==> src/rtl/prog_loader.sv <==
// prog_loader: serial program loader feeding the program-memory write port.
// Stream: 16-bit word count N (MSB first), N instructions (MSB byte first),
// then one checksum byte equal to the mod-256 sum of header and payload bytes.
//
// state  | meaning
// IDLE   | out of reset, waiting for start
// HDR_HI | waiting for header high byte
// HDR_LO | waiting for header low byte, range-checks N
// DATA   | assembling bytes of the current instruction
// WRITE  | memory write cycle (mem_we high, rx_ready low)
// CSUM   | waiting for checksum byte
// DONE   | last load succeeded, processor released
// ERR    | last load failed, processor held
module prog_loader #(
  parameter int INSTR_WIDTH = 32,
  parameter int MEM_WIDTH   = 8
) (
  input  logic                   clk,
  input  logic                   rst_n,
  input  logic                   start_i,
  input  logic                   rx_valid_i,
  input  logic [7:0]             rx_data_i,
  output logic                   rx_ready_o,
  output logic                   mem_we_o,
  output logic [MEM_WIDTH-1:0]   mem_addr_o,
  output logic [INSTR_WIDTH-1:0] mem_data_o,
  output logic                   cpu_hold_o,
  output logic                   busy_o,
  output logic                   done_o,
  output logic                   error_o,
  output logic [MEM_WIDTH:0]     words_loaded_o
);

  localparam int BYTES = INSTR_WIDTH / 8;
  localparam int BCW   = (BYTES > 1) ? $clog2(BYTES) : 1;
  // Bytes held between beats: everything but the byte that completes a word.
  localparam int PW    = (BYTES > 1) ? (BYTES - 1) * 8 : 8;
  localparam logic [16:0]      DEPTH    = 17'(2 ** MEM_WIDTH);
  localparam logic [BCW-1:0]   LAST_BYTE = BCW'(BYTES - 1);
  localparam logic [MEM_WIDTH:0] ONE_W  = (MEM_WIDTH + 1)'(1);

  typedef enum logic [2:0] {
    S_IDLE, S_HDR_HI, S_HDR_LO, S_DATA, S_WRITE, S_CSUM, S_DONE, S_ERR
  } state_t;

  state_t                 state_q;
  logic [7:0]             hdr_hi_q;
  logic [16:0]            n_q;
  logic [BCW-1:0]         byte_cnt_q;
  logic [PW-1:0]          word_q;
  logic [7:0]             csum_q;
  logic                   mem_we_q;
  logic [MEM_WIDTH-1:0]   mem_addr_q;
  logic [INSTR_WIDTH-1:0] mem_data_q;
  logic                   cpu_hold_q;
  logic                   busy_q;
  logic                   done_q;
  logic                   error_q;
  logic [MEM_WIDTH:0]     words_q;

  logic                   take;
  logic [16:0]            n_d;
  logic [7:0]             csum_d;
  logic [INSTR_WIDTH-1:0] word_d;
  logic [PW-1:0]          word_keep;

  assign rx_ready_o = (state_q == S_HDR_HI) || (state_q == S_HDR_LO) ||
                      (state_q == S_DATA)   || (state_q == S_CSUM);
  assign take   = rx_valid_i && rx_ready_o;
  assign n_d    = {1'b0, hdr_hi_q, rx_data_i};
  assign csum_d = csum_q + rx_data_i;

  if (BYTES > 1) begin : g_multi
    assign word_d    = {word_q, rx_data_i};
    assign word_keep = word_d[PW-1:0];
  end else begin : g_single
    assign word_d    = rx_data_i;
    assign word_keep = rx_data_i;
  end

  // Single FSM: sequencing, byte assembly, memory write port and status flags.
  always_ff @(posedge clk or negedge rst_n) begin
    if (!rst_n) begin
      state_q    <= S_IDLE;
      hdr_hi_q   <= '0;
      n_q        <= '0;
      byte_cnt_q <= '0;
      word_q     <= '0;
      csum_q     <= '0;
      mem_we_q   <= 1'b0;
      mem_addr_q <= '0;
      mem_data_q <= '0;
      cpu_hold_q <= 1'b0;
      busy_q     <= 1'b0;
      done_q     <= 1'b0;
      error_q    <= 1'b0;
      words_q    <= '0;
    end else begin
      mem_we_q <= 1'b0;
      case (state_q)
        S_IDLE, S_DONE, S_ERR: begin
          if (start_i) begin
            state_q    <= S_HDR_HI;
            busy_q     <= 1'b1;
            cpu_hold_q <= 1'b1;
            done_q     <= 1'b0;
            error_q    <= 1'b0;
            words_q    <= '0;
            csum_q     <= '0;
          end
        end
        S_HDR_HI: begin
          if (take) begin
            hdr_hi_q <= rx_data_i;
            csum_q   <= csum_d;
            state_q  <= S_HDR_LO;
          end
        end
        S_HDR_LO: begin
          if (take) begin
            csum_q     <= csum_d;
            n_q        <= n_d;
            byte_cnt_q <= '0;
            if ((n_d == 17'd0) || (n_d > DEPTH)) begin
              state_q <= S_ERR;
              error_q <= 1'b1;
              busy_q  <= 1'b0;
            end else begin
              state_q <= S_DATA;
            end
          end
        end
        S_DATA: begin
          if (take) begin
            csum_q <= csum_d;
            word_q <= word_keep;
            if (byte_cnt_q == LAST_BYTE) begin
              state_q    <= S_WRITE;
              byte_cnt_q <= '0;
              mem_we_q   <= 1'b1;
              mem_addr_q <= words_q[MEM_WIDTH-1:0];
              mem_data_q <= word_d;
              words_q    <= words_q + ONE_W;
            end else begin
              byte_cnt_q <= byte_cnt_q + BCW'(1);
            end
          end
        end
        S_WRITE: begin
          // words_q already counts the word being written this cycle.
          state_q <= (17'(words_q) == n_q) ? S_CSUM : S_DATA;
        end
        S_CSUM: begin
          if (take) begin
            busy_q <= 1'b0;
            if (rx_data_i == csum_q) begin
              state_q    <= S_DONE;
              done_q     <= 1'b1;
              cpu_hold_q <= 1'b0;
            end else begin
              state_q <= S_ERR;
              error_q <= 1'b1;
            end
          end
        end
        default: state_q <= S_IDLE;
      endcase
    end
  end

  assign mem_we_o       = mem_we_q;
  assign mem_addr_o     = mem_addr_q;
  assign mem_data_o     = mem_data_q;
  assign cpu_hold_o     = cpu_hold_q;
  assign busy_o         = busy_q;
  assign done_o         = done_q;
  assign error_o        = error_q;
  assign words_loaded_o = words_q;

endmodule

==> config.mk <==
export PLATFORM = sky130hd
export DESIGN_NAME = prog_loader
export DESIGN_NICKNAME = d
export VERILOG_FILES = /design/src/rtl/prog_loader.sv
export SDC_FILE = /design/constraint.sdc
export NUM_CORES = 1
export LEC_CHECK = 0
export CAP_MARGIN = 10
export CORE_UTILIZATION = 40
export DETAILED_ROUTE_END_ITERATION = 10
export PLACE_DENSITY_LB_ADDON = 0.08
export SLEW_MARGIN = 0
export SYNTH_ARGS = -nofsm -noshare
export SYNTH_HDL_FRONTEND = slang
export SYNTH_SLANG_ARGS = --single-unit
==> constraint.sdc <==
create_clock -name clk -period 2.7 [get_ports clk]
set_input_delay 0.675 -clock clk [delete_from_list [all_inputs] [get_ports clk]]
set_output_delay 0.675 -clock clk [all_outputs]
set_load 0.02 [all_outputs]
== Word-level counts from Yosys, hierarchy flattened ==
Index checks and enable logic that the tools add are counted.
W data, S select, Z words.
Storage, ports and cells
  bits in read-only memories: 0
  word-level logic and storage cells: 104
  memories kept: 0
  bits in registers: 115
  memory bits (writable): 0
  output and inout bits: 55
  latch bits: 0
  bits of input ports: 12
Cells by class
  magnitude comparators: 1
  equality and inequality tests: 20
  shift operators: 0
  bitwise gates (word level): 0
  multiply operators: 0
  mux-type cells: 41
  add/sub/neg operators: 3
  reduce and logical (&&, ||, !) cells: 25
  div/mod/pow operators: 0
Operators with widths (count)
  $mux W9: 3
  $mux W3: 8
  $pmux W3 S6: 1
  $pmux W9 S2: 1
  $logic_not A17 Y1: 1
  $mux W1: 17
  $eq A9 B16 Y1: 1
  $gt A16 B9 Y1 const B: 1
  $mux W8: 2
  $pmux W8 S2: 1
  $eq A3 B3 Y1 const B: 4
  $ne A2 B2 Y1 const B: 6
  $reduce_and A6 Y1: 2
  $add A9 B1 Y9 const B: 1
  $reduce_and A3 Y1: 3
  $add A8 B8 Y8: 1
  $eq A8 B8 Y1: 1
  $ne A2 B1 Y1 const B: 4
  $reduce_and A4 Y1: 2
  $reduce_bool A2 Y1: 4
  $eq A3 B2 Y1 const B: 2
  $mux W2: 3
  $pmux W1 S3: 2
  $reduce_and A2 Y1: 3
  other kinds (11): 16

== Logic depth before layout (Yosys ltp) ==
  word-level depth: 7
  mapped depth: 7

== Worst setup path after synthesis ==
Ideal clock, no wire load.
  path kind: in2reg
  from: input rx_data_i[5]
  to: register error_q (netlist: error_o)
  cell stages on the path: 6
  path buffers: 0
  setup slack: 497 ps
  arrival time: 2073 ps
  data required time: 2570 ps
  path through: ha_1 -> or4_1 -> nor4_2 -> nand2_1 -> a211oi_1 -> nor2_1
Between the ends
  word-level cells in the longest chain between the ends: 4
RTL lines
  start, declared: line 22  | input logic [7:0] rx_data_i,
  $gt A16 B9 Y1 or $logic_not A17 Y1 (tied branches): line 124  | if ((n_d == 17'd0) || (n_d > DEPTH)) begin
  $logic_or A1 B1 Y1: line 124
  $ne A2 B1 Y1 (no line)
  $reduce_and A6 Y1 (no line) *
  end signal, assigned: line 107  | error_q <= 1'b0;
  end signal, assigned: line 126  | error_q <= 1'b1;
  end signal, assigned: line 162  | error_q <= 1'b1;
  end, declared: line 58  | logic error_q;
Mark *: on every way between the ends. The rest lies on a longest branch, timed or not.
A chain may end at the register's enable or synchronous reset.

== Worst setup path in the final report ==
  from: register state_q[1]
  to: output rx_ready_o
Between the ends
  word-level cells in the longest chain between the ends: 4
RTL lines
  start, declared: line 46  | state_t state_q;
  start signal, assigned: line 151  | state_q <= (17'(words_q) == n_q) ? S_CSUM : S_DATA;
  $eq A3 B1 Y1 or $eq A3 B2 Y1 (tied branches): line 67  | assign rx_ready_o = (state_q == S_HDR_HI) || (state_q == S_HDR_LO) ||
  $logic_or A1 B1 Y1 (2 in a row): line 67
  $logic_or A1 B1 Y1 *: line 68  | (state_q == S_DATA) || (state_q == S_CSUM);
  end, declared: line 23  | output logic rx_ready_o,
Marked as above.

==> metrics.txt <==
run status=finished, final reports clean; Post-Synthesis Cells=521; post-synthesis register bit count=115; ys flop type=dfrtp_1; pre-CTS WS=-149 ps; Critical Path RT=2030 ps; element type at the critical path start=register; Filler cells=1187; dpl hpwl=8090 um; worst min path class=in -> async; Data arrival, critical path=1760 ps; DRC viols=0; gr ovfl total=0; post-CTS sizing=0; RSZ-0062 raised after global routing=no; Tcrit/Tclk final=90.2%; ant diodes=0; max-slew violation count=0; r2r endpoint=error_o; # hold bufs at CTS=0; reg-to-reg setup timing slack=590 ps; Die X=115 um; fraction of layout cells with a size suffix above 1=15.0%; Worst Skew=6.02 ps; clock root buffer=clkbuf_16; clock tree buffer depth=2; maximum clock frequency=411 MHz; post-synth design cell area=5150 um^2; Final Setup Violations=0; port buffer count=66; Mean Syn Cell Area=9.89 um^2; Final Net Count=637; CTS tree=done; syn_nets=543; setup TNS=0 ps; Worst-Skew Late Latency=410 ps; TritonCTS buffer count=17; worst slew pin tran=624 ps; Worst Path Max Fanout=4; Final Hold Vio Count=0; Rows=41; post-synth cell types=58; YS warnings=0; clk slew on worst S/H paths=50 ps; Post-CTS Setup Inserts=0; R2R cell count=7; Tot Pwr=7200 uW; slew margin rel.=58.3%; initial antenna violation count=0; ANT nets after route=0; Avg WL per Cell=14.9 um; H-tree Lvls=4; overall fraction of global-route tracks in use=19.5%; first-pass GRT wire length=19500 um; minimum clock period=2440 ps; clk sink count=115; max cap viols=0; Core ar.=12600 um^2; power per standard cell area=1060 nW/um^2; largest net degree at the start of global routing=44; gp weighted congestion=0.853; Vias=3935; TritonRoute pass-1 iters=5; Seq/Total Area, Yosys=55.9%; WL final=11900 um; ys async rst share=100%; area of the multi-input gates=2150 um^2; vias in the first global route=3865; Area growth, synth to finish=31.3%; CP Class=reg -> out; leakage=0.00330 uW; via/cell ratio=4.92; final worst slack=265 ps; initial core utilization=41.0%; 1st-iter DRT viols=229; Die H=115 um; final core area utilization=53.8%; Hold WS=265 ps; Top Ports=67; Critical Path End Type=output port; Die ar.=13300 um^2; worst reg2reg path startpoint=csum_q[1]; peak supply drop=0.000404 V; Post-synth EDFFs=0; Register Area=2880 um^2
-- logic make-up after synthesis --
kind of cell	share of synthesized area [%]
muxes	5.46
AOI/OAI and AO/OA	8.16
and+or+nand+nor	22.1
buffers and inverters	2.40
DFF	55.9
adders and majority gates	2.57
xor gates and xnor gates	3.40
-- layout by cell type, fill, tap and decap left out, drive strengths merged, types with 10 or more instances in the layout --
cell           instances
nand2                206
dfrtp                115
clkdlybuf4s50         65
buf                   33
clkbuf                27
mux2                  25
nor2                  23
xor2                  10
xnor2                 10
o21ai                 10
a21oi                 10
-- registers in the layout (all words and copies together) (netlist names), 2 cells and up --
signal and count:
mem_data_o 32, state_q 3, hdr_hi_q 8, csum_q 8
word_q 24, mem_addr_o 8, words_loaded_o 9, n_q 16
byte_cnt_q 2
-- where the power goes --
group | switching (uW) | leakage [uW] | internal [uW]
combinational | 1240 | 0.00153 | 1140
sequential | 395 | 0.00149 | 2310
clock | 720 | 0.000283 | 1400
-- worst max-delay path: stages, from the launching register on --
cell and delay, ps:
dfrtp_1 410, nand2b_1 230, nand2_1 110, clkdlybuf4s50_1 600
-- worst max-delay path by stage --
| stage | cells past startpoint | startpoint | slack, ps | endpoint |
|---|---|---|---|---|
| floorplan | 6 | rx_data_i[5] | 500 | error_o |
| global placement | 8 | rx_data_i[1] | -140 | error_o |
| detailed placement | 8 | rx_data_i[1] | -150 | error_o |
| CTS | 3 | state_q[1] | 250 | rx_ready_o |
| global route | 8 | rx_data_i[1] | 160 | error_o |
| finish | 3 | state_q[1] | 260 | rx_ready_o |
-- area by class of cell --
type                    instances  share of cell area [%]
repair buffers                 98                    13.8
clock inverters                 4                   0.666
clock buffers                  27                    7.73
multi-input cells             379                    31.8
well taps                     172                    3.18
inverters                       4                   0.222
flip-flops and latches        115                    42.6
-- per-stage QoR --
stage | cells | cell area, um^2
final | 799 | 6760
after global routing | 799 | 6760
after CTS | 799 | 6760
after detailed placement | 768 | 6190
after global placement | 768 | 6190
after floorplan | 521 | 5150
-- layer usage --
metal  GRT usage, %  vias up  part of all wire, %
met5              0        -                    0
met4           7.79        0                  1.4
met3           4.71       15                  2.8
met2           31.9       63                   49
met1           24.9     1923                   47
li1               -     1934                    -
-- synth_stat cells (all sizes together), types with 9 or more instances --
cell	instances	area [um^2]
nand2	206	773
dfrtp	115	2880
mux2	25	282
nor2	23	96.4
clkbuf	12	45.0
buf	11	63.8
a21oi	10	68.8
o21ai	10	50.1
xnor2	10	87.6
xor2	10	87.6
ha	9	113
No activity file was read; power rests on OpenSTA's default activity.
